$ cat src/rtl/dmni_br_rx.sv
// dmni_br_rx: receive side of the BrLite broadcast path into the DMNI.
// Broadcast payloads from the router are queued in a circular buffer and
// handed to the CPU through two read-only registers. KSVC (0x40) peeks at the
// head entry. PAYLOAD (0x44) returns the head entry and pops it.
module dmni_br_rx #(
  parameter int unsigned BR_BUFSZ = 8,
  localparam int unsigned PW = (BR_BUFSZ > 1) ? $clog2(BR_BUFSZ) : 1,
  localparam int unsigned CW = $clog2(BR_BUFSZ) + 1
) (
  input  logic          clk_i,
  input  logic          rst_ni,
  input  logic          br_req_i,
  output logic          br_ack_o,
  input  logic [35:0]   br_data_i,
  input  logic          cfg_en_i,
  input  logic          cfg_we_i,
  input  logic [7:0]    cfg_addr_i,
  output logic [31:0]   cfg_data_o,
  output logic          br_pending_o,
  output logic [CW-1:0] br_count_o
);

  localparam logic [7:0] ADDR_KSVC    = 8'h40;
  localparam logic [7:0] ADDR_PAYLOAD = 8'h44;

  // Entry layout, msb to lsb: payload[15:0], seq_source[15:0], ksvc[3:0].
  function automatic logic [31:0] entry_ksvc(input logic [35:0] e);
    return {28'h0000000, e[3:0]};
  endfunction

  // The PAYLOAD register presents the data as {seq_source, payload}.
  function automatic logic [31:0] entry_payload(input logic [35:0] e);
    return {e[19:4], e[35:20]};
  endfunction

  logic [35:0]   mem_q [BR_BUFSZ];
  logic [PW-1:0] wr_ptr_q, wr_ptr_d;
  logic [PW-1:0] rd_ptr_q, rd_ptr_d;
  logic [CW-1:0] count_q, count_d;

  logic        full_s;
  logic        empty_s;
  logic        push_s;
  logic        pop_s;
  logic        rd_acc_s;
  logic        ksvc_sel_s;
  logic        pay_sel_s;
  logic [35:0] head_s;

  // Full uses the occupancy register, so a pop in the same cycle cannot
  // free a slot for a push until the next cycle.
  assign full_s     = (count_q == CW'(BR_BUFSZ));
  assign empty_s    = (count_q == CW'(0));
  assign rd_acc_s   = cfg_en_i & ~cfg_we_i;
  assign ksvc_sel_s = rd_acc_s & (cfg_addr_i == ADDR_KSVC);
  assign pay_sel_s  = rd_acc_s & (cfg_addr_i == ADDR_PAYLOAD);
  assign head_s     = mem_q[rd_ptr_q];

  // Ack is gated by rst_ni so that the router never sees an accept during reset.
  assign push_s       = rst_ni & br_req_i & ~full_s;
  assign pop_s        = pay_sel_s & ~empty_s;
  assign br_ack_o     = push_s;
  assign br_pending_o = (count_q != CW'(0));
  assign br_count_o   = count_q;

  // Register read mux. An empty buffer reads as zero.
  always_comb begin
    cfg_data_o = 32'h00000000;
    if (empty_s) begin
      cfg_data_o = 32'h00000000;
    end else if (ksvc_sel_s) begin
      cfg_data_o = entry_ksvc(head_s);
    end else if (pay_sel_s) begin
      cfg_data_o = entry_payload(head_s);
    end else begin
      cfg_data_o = 32'h00000000;
    end
  end

  // Next-state computation for the pointers and the occupancy counter.
  always_comb begin
    wr_ptr_d = wr_ptr_q;
    rd_ptr_d = rd_ptr_q;
    count_d  = count_q;
    if (push_s) begin
      wr_ptr_d = wr_ptr_q + PW'(1);
    end else begin
      wr_ptr_d = wr_ptr_q;
    end
    if (pop_s) begin
      rd_ptr_d = rd_ptr_q + PW'(1);
    end else begin
      rd_ptr_d = rd_ptr_q;
    end
    case ({push_s, pop_s})
      2'b10:   count_d = count_q + CW'(1);
      2'b01:   count_d = count_q - CW'(1);
      default: count_d = count_q;
    endcase
  end

  // Pointer and occupancy registers. Reset discards all entries at once.
  always_ff @(posedge clk_i or negedge rst_ni) begin
    if (!rst_ni) begin
      wr_ptr_q <= '0;
      rd_ptr_q <= '0;
      count_q  <= '0;
    end else begin
      wr_ptr_q <= wr_ptr_d;
      rd_ptr_q <= rd_ptr_d;
      count_q  <= count_d;
    end
  end

  // Entry storage. Contents are not reset because the pointers make them invisible.
  always_ff @(posedge clk_i) begin
    if (push_s) begin
      mem_q[wr_ptr_q] <= br_data_i;
    end
  end

endmodule

$ cat config.mk
export PLATFORM = sky130hd
export DESIGN_NAME = dmni_br_rx
export DESIGN_NICKNAME = d
export VERILOG_FILES = /design/src/rtl/dmni_br_rx.sv
export SDC_FILE = /design/constraint.sdc
export NUM_CORES = 1
export LEC_CHECK = 0
export CORE_AREA = 2 2 140 142
export CTS_CLUSTER_SIZE = 20
export DETAILED_ROUTE_END_ITERATION = 8
export DIE_AREA = 0 0 142 144
export PLACE_DENSITY = 0.83
export SYNTH_ARGS = -nofsm -noshare
export SYNTH_HDL_FRONTEND = slang
export SYNTH_SLANG_ARGS = --single-unit
$ cat constraint.sdc
create_clock -name clk_i -period 7.4 [get_ports clk_i]
set_input_delay 0.74 -clock clk_i [delete_from_list [all_inputs] [get_ports clk_i]]
set_output_delay 0.74 -clock clk_i [all_outputs]
set_load 0.05 [all_outputs]
* Word level (Yosys, flattened, before mapping)
Memory sizes are Yosys's and may differ from the RTL's.
Index checks and enable logic that the tools add are counted.
** Storage, ports and cells
- Register bits after elaboration :: 10
- RAM bits :: 288
- Input port bits :: 49
- Output and inout bits :: 38
- Memories :: 1
** Cells by class
- $add $sub $neg :: 4
- Equality and inequality tests :: 5
- Muxes and demuxes :: 6
- Bitwise gates (word level) :: 9
- Reduce and logical (&&, ||, !) cells :: 3
** Memories
- mem_q :: words 8, bits a word 36, read ports 1, clocked after memory_dff 0, wr ports 1, line 36 : logic [35:0] mem_q [BR_BUFSZ];
** Operators by type and width (count)
- $mux 32 :: 3
- $eq 8x7->1 const B :: 2
- $pmux 4 s2 :: 1
- $add 3x1->3 const B :: 2
- $and 1x1->1 :: 6
- $add 4x1->4 const B :: 1
- $eq 4x4->1 const B :: 1
- $logic_not 4->1 :: 1
- $reduce_bool 4->1 :: 1
- $sub 4x1->4 const B :: 1
- $not 1->1 :: 3
- $eq 2x1->1 const B :: 1
- $eq 2x2->1 const B :: 1
- $mux 1 :: 2
- $reduce_bool 2->1 :: 1

* Logic depth before layout (Yosys ltp)
- Word-level depth :: 6
- Mapped depth :: 11
- Mapped depth without buffers :: 11

* Worst setup path after synthesis
Ideal clock, no wire load.
- Path type :: register to register
- Start point :: register count_q[1], in the netlist br_count_o[1]
- End point :: memory mem_q[0][0] (enable)
- Library setup time :: 520 ps
- Arrival :: 5178 ps
- Required time :: 6880 ps
- Slack :: 1702 ps
- Cell stages (with the launch flop) :: 5
- Buffers on the path :: 0
- Clock period less this slack :: 5698 ps
- Path through :: dfrtp_1 -> nor3_1 -> a21oi_2 -> inv_1 -> nor4_1
** Between the ends
- Word-level cells in the longest chain between the ends :: 5
** Ends and longest elaborated chain
- start, declared :: line 39 : logic [CW-1:0] count_q, count_d;
- start signal, assigned :: line 111 : count_q <= count_d;
- $eq 4x4->1 :: line 52 : assign full_s = (count_q == CW'(BR_BUFSZ));
- $not 1->1 :: line 60 : assign push_s = rst_ni & br_req_i & ~full_s;
- $and 1x1->1 :: line 60
- net br_ack_o :: line 13 : output logic br_ack_o,
- $mux 1 :: line 117 : if (push_s) begin
- $mux 1 (not written as such) :: line 118 : mem_q[wr_ptr_q] <= br_data_i;
- end, declared :: line 36
The timed path passes the listed nets, and every way through them passes these cells.

* Final worst setup path
- Start point :: register rd_ptr_q[0]
- End point :: output port cfg_data_o[0]
** Between the ends
- Word-level cells in the longest chain between the ends :: 4
** Ends and longest elaborated chain
- start, declared :: line 38 : logic [PW-1:0] rd_ptr_q, rd_ptr_d;
- start signal, assigned :: line 110 : rd_ptr_q <= rd_ptr_d;
- $mem_v2 8x36 (*)
- $mux 32 :: line 73 : end else if (pay_sel_s) begin
- $mux 32 (*) :: line 71 : end else if (ksvc_sel_s) begin
- $mux 32 (*) :: line 69 : if (empty_s) begin
- end, declared :: line 18 : output logic [31:0] cfg_data_o,
Mark *: on every way between the ends. The rest lies on a longest branch, timed or not.

==> results <==
- The flow ran to the end, and the final reports show no timing, DRC or antenna violations.
- The routed length per placed instance is roughly 26 um.
- The number of input and output port buffers inserted is 86.
- The mapped netlist covers 11600 um^2.
- After clock tree synthesis, the clock-pin slew on the worst setup and hold paths is 0.06 ns.
- The maximum ir drop on the vdd rail is about 0.22 mV.
- The total of cells resized after clock tree synthesis is 0.
- The worst setup path is launched from a flop.
- Yosys mapped the design onto 36 distinct sky130hd cell types.
- Clock skew on the completed layout was measured at ~0.013 ns.
- The count of endpoints failing hold in the final timing report came to 0.
- The top cell type by area accounts for between 70 and 80% of the synthesized area.
- The clock latency reported for the late side of the worst-skew pair is roughly 0.54 ns.
- The min-delay analysis places its worst path in the category in2async.
- In this run, post-CTS hold repair placed 0 buffers.
- The number of synthesized register bits is 298.
- The congestion estimate from routability-driven global placement came to ~0.68.
- The critical path buffer and inverter count is 2.
- The via count of the first global-routing pass is 5714.
- The worst setup path is captured at an output port.
- The summed negative setup slack over all endpoints is 0 ns.
- The slew at the pin with the worst max-slew slack is 1.10 ns.
- From synthesis to final layout, the design area changed by 18.4%.
- The final max-slew violation count is 0.
- The layout has 1070 filler cells.
- The vias after detailed routing is between 5000 and 6000.
- The commonest non-fill, non-tap cell in the layout is sky130_fd_sc_hd__edfxtp_1.
- In this run the number of H-tree levels came out at 1.
- In this run the remaining antenna-violating nets after routing total 0.
- The area of the core region is about 19000 um^2.
- The initial antenna violation count is 1.
- The die extent in x is between 100 and 150 um.
- The die covers about 20000 um^2.
- The number of nets in the synthesized netlist is about 570.
- The pin count of the biggest net entering global routing is 67.
- Dividing the detail-routed via count by the number of cells gives approximately 6.2.
- The routed design has between 20000 and 25000 um of wire.
- The number of rows in the core area is 51.
- Setup repair after global routing left no endpoint under its margin.
- The final cell area excluding filler cells is 13700 um^2.
- The root buffer selected by CTS is sky130_fd_sc_hd__clkbuf_16.
- For this design, the sink count on the clock tree is between 200 and 300.
- The TritonCTS clock tree is built.
- The analysis attributes to cell leakage a power of 4.24 nW.
- The max-cap check violation count is 0.
- STA puts the critical path data required time at 6.66 ns.
- For this run, the slowest stage of the critical path takes 0.81 ns.
- The critical path in this run is classified as reg2out.
- The global-route wire length before repair is 33800 um.
- The largest fanout on the critical path is 44.
- The slowest stage cell on the critical path is sky130_fd_sc_hd__dfrtp_4.
- After detailed routing, the number of remaining DRC violations is 0.
- The cell type group with the largest total delay on the critical path is buffers and inverters.
- The sequential area share after synthesis is between 70% and 80%.
- Setup violations remaining at the end of the flow were counted as 0.
- The number of buffers between clock root and the deepest sink is 3.
- The final critical path takes up about three fifths of the cycle.
- The data arrival time at the worst-slack endpoint is around 3.8 ns.
- Leaving out fill and tap cells, the most frequent cells in the layout are 288 x sky130_fd_sc_hd__edfxtp_1, 86 x sky130_fd_sc_hd__clkdlybuf4s50_1, 72 x sky130_fd_sc_hd__mux4_2.
- For this run, the share of the core covered by cells in the final layout is about 70%.
- Cells with a size suffix above 1 make up 22.2% of the layout.
- The top-level I/O count is 87.
- Averaged over all synthesized cells, the footprint is ~23 um^2.
- Yosys attributes the largest share of cell area to sky130_fd_sc_hd__edfxtp_1 75%, sky130_fd_sc_hd__mux4_2 14%, sky130_fd_sc_hd__mux2i_1 3.1%.
- The pre-antenna-repair detailed-routing pass consisted of 7 iterations.
- For this configuration, the core starts out at a cell density of 60.7%.
- The worst register-to-register path has a setup slack of approximately 4.5 ns.
- The cell count after synthesis is between 500 and 600.
- For this run the aggregate overflow at the end of global routing stands at 0.
- For this run, the total global-route usage over all layers was measured as between 20% and 30%.
- After legalization and detailed placement, the total HPWL measured 11400 um.
- The number of buffers created by CTS is 30.
- The synthesis warning total is 0.
- Power spread over the standard cell area amounts to roughly 290 nW/um^2.
- The timing-limited maximum frequency is ~220 MHz.
- The worst relative slew slack is approximately a quarter.
- The total cell area at the placement stage is ~13000 um^2.
- Measured along the y axis, the die boundary spans 144 um.
- The cell type contributing the most total cell area after synthesis is sky130_fd_sc_hd__edfxtp_1.
- The routed design could run at a clock period as short as approximately 4.6 ns.
- The count of buffers added by post-CTS timing repair for setup is 0.
- The signal on the critical path passes through buf_4 > mux4_2 > mux2i_1 > o22ai_1 > clkdlybuf4s50_1.
- After the last flow step, the layout net total stands at around 670.
- The first routing iteration left around 530 violations.
## synth_stat cells
cell                        count
sky130_fd_sc_hd__inv_2          1
sky130_fd_sc_hd__inv_1          2
sky130_fd_sc_hd__nor4b_1        2
sky130_fd_sc_hd__nor3b_1        2
sky130_fd_sc_hd__ha_1           5
sky130_fd_sc_hd__o22ai_1        4
sky130_fd_sc_hd__nor4_1         3
sky130_fd_sc_hd__nor3_1         4
sky130_fd_sc_hd__a2111oi_0      1
sky130_fd_sc_hd__dfrtp_1       10
sky130_fd_sc_hd__buf_6          8
sky130_fd_sc_hd__mux2_2         2
sky130_fd_sc_hd__mux2i_1       36
sky130_fd_sc_hd__mux2_1         1
sky130_fd_sc_hd__buf_2         10
sky130_fd_sc_hd__nor2b_1        1
sky130_fd_sc_hd__nor2_1        31
sky130_fd_sc_hd__buf_4          1
sky130_fd_sc_hd__buf_1          3
sky130_fd_sc_hd__xor2_1         5
sky130_fd_sc_hd__edfxtp_1     288
sky130_fd_sc_hd__and3b_1        2
sky130_fd_sc_hd__nand2b_1       1
sky130_fd_sc_hd__nand2_1        5
sky130_fd_sc_hd__nor4b_2        1
sky130_fd_sc_hd__a21oi_2        1
sky130_fd_sc_hd__a21oi_1        1
sky130_fd_sc_hd__nand3b_1       1
sky130_fd_sc_hd__xnor2_1        4
sky130_fd_sc_hd__mux4_2        72
sky130_fd_sc_hd__nand4_2        1
sky130_fd_sc_hd__nand4_1        1
sky130_fd_sc_hd__clkbuf_4       1
sky130_fd_sc_hd__clkbuf_1       1
sky130_fd_sc_hd__nand3_1        1
sky130_fd_sc_hd__nor4bb_1       1
## where the power goes
part           internal, W  switching [W]  leakage (nW)  total, W
Clock             0.000937       0.000599         0.500   0.00154
Sequential         0.00200      0.0000778          2.72   0.00208
Combinational     0.000142       0.000210          1.02  0.000352
Total              0.00308       0.000887          4.24   0.00396
## area by class of cell
type	instances	area (um^2)	share of cell area (%)
Antenna cell	2	5.00	0.0365
Clock buffer	37	798	5.82
Clock inverter	18	219	1.60
Inverter	3	11.3	0.0821
Multi-Input combinational cell	189	2530	18.5
Sequential cell	298	8910	65.0
Tap cell	238	298	2.17
Timing Repair Buffer	96	936	6.83
## per-stage QoR
step	cells	power, W	worst slack, ns	hold slack, ns
after floorplan	514	0.00231	1.70	0.444
after global placement	824	0.00243	3.35	0.526
after detailed placement	824	0.00246	3.30	0.564
after CTS	879	0.00399	2.71	0.533
after global routing	879	0.00408	2.50	0.564
final	881	0.00396	2.82	0.542
## worst paths after layout
path / startpoint / endpoint / cells past startpoint
max in group asynchronous: rst_ni / rd_ptr_q[0] / 1
setup / recovery: rd_ptr_q[0] / cfg_data_o[0] / 5
hold reg to reg: br_count_o[3] / br_count_o[3] / 1
setup reg to reg: br_count_o[0] / mem_q[5][19] / 5
min in group clk_i: br_count_o[3] / br_count_o[3] / 1
hold / removal: rst_ni / rd_ptr_q[1] / 1
## sequential cells by signal (all words and copies together) (netlist names)
name / cells
mem_q: 288
br_count_o: 4
rd_ptr_q: 3
wr_ptr_q: 3
## worst register-to-register path: cells and delay by family, from the launching register on
kind | cells | cell delay (ns)
compound gates | 1 | 0.35
simple gates | 3 | 1.12
buf+inv | 1 | 0.57
flops | 1 | 0.50
## cell families after synthesis
logic type | count (synthesis) | share of synthesized area, %
compound gates | 7 | 0.411
xor+xnor | 9 | 0.681
fa+ha+maj | 5 | 0.540
buf+inv | 27 | 1.57
flops | 298 | 76.9
mux | 111 | 17.4
simple gates | 57 | 2.53
## per-layer routing
layer | global-route usage (%) | share of wire, % | vias up
li1 | - | - | 2354
met5 | 0 | 0 | -
met3 | 3.64 | 7.2 | 41
met2 | 38.3 | 52 | 261
met1 | 30.6 | 38 | 2839
met4 | 7.63 | 2.9 | 0
Note: power is estimated with default switching activity, not from simulation.
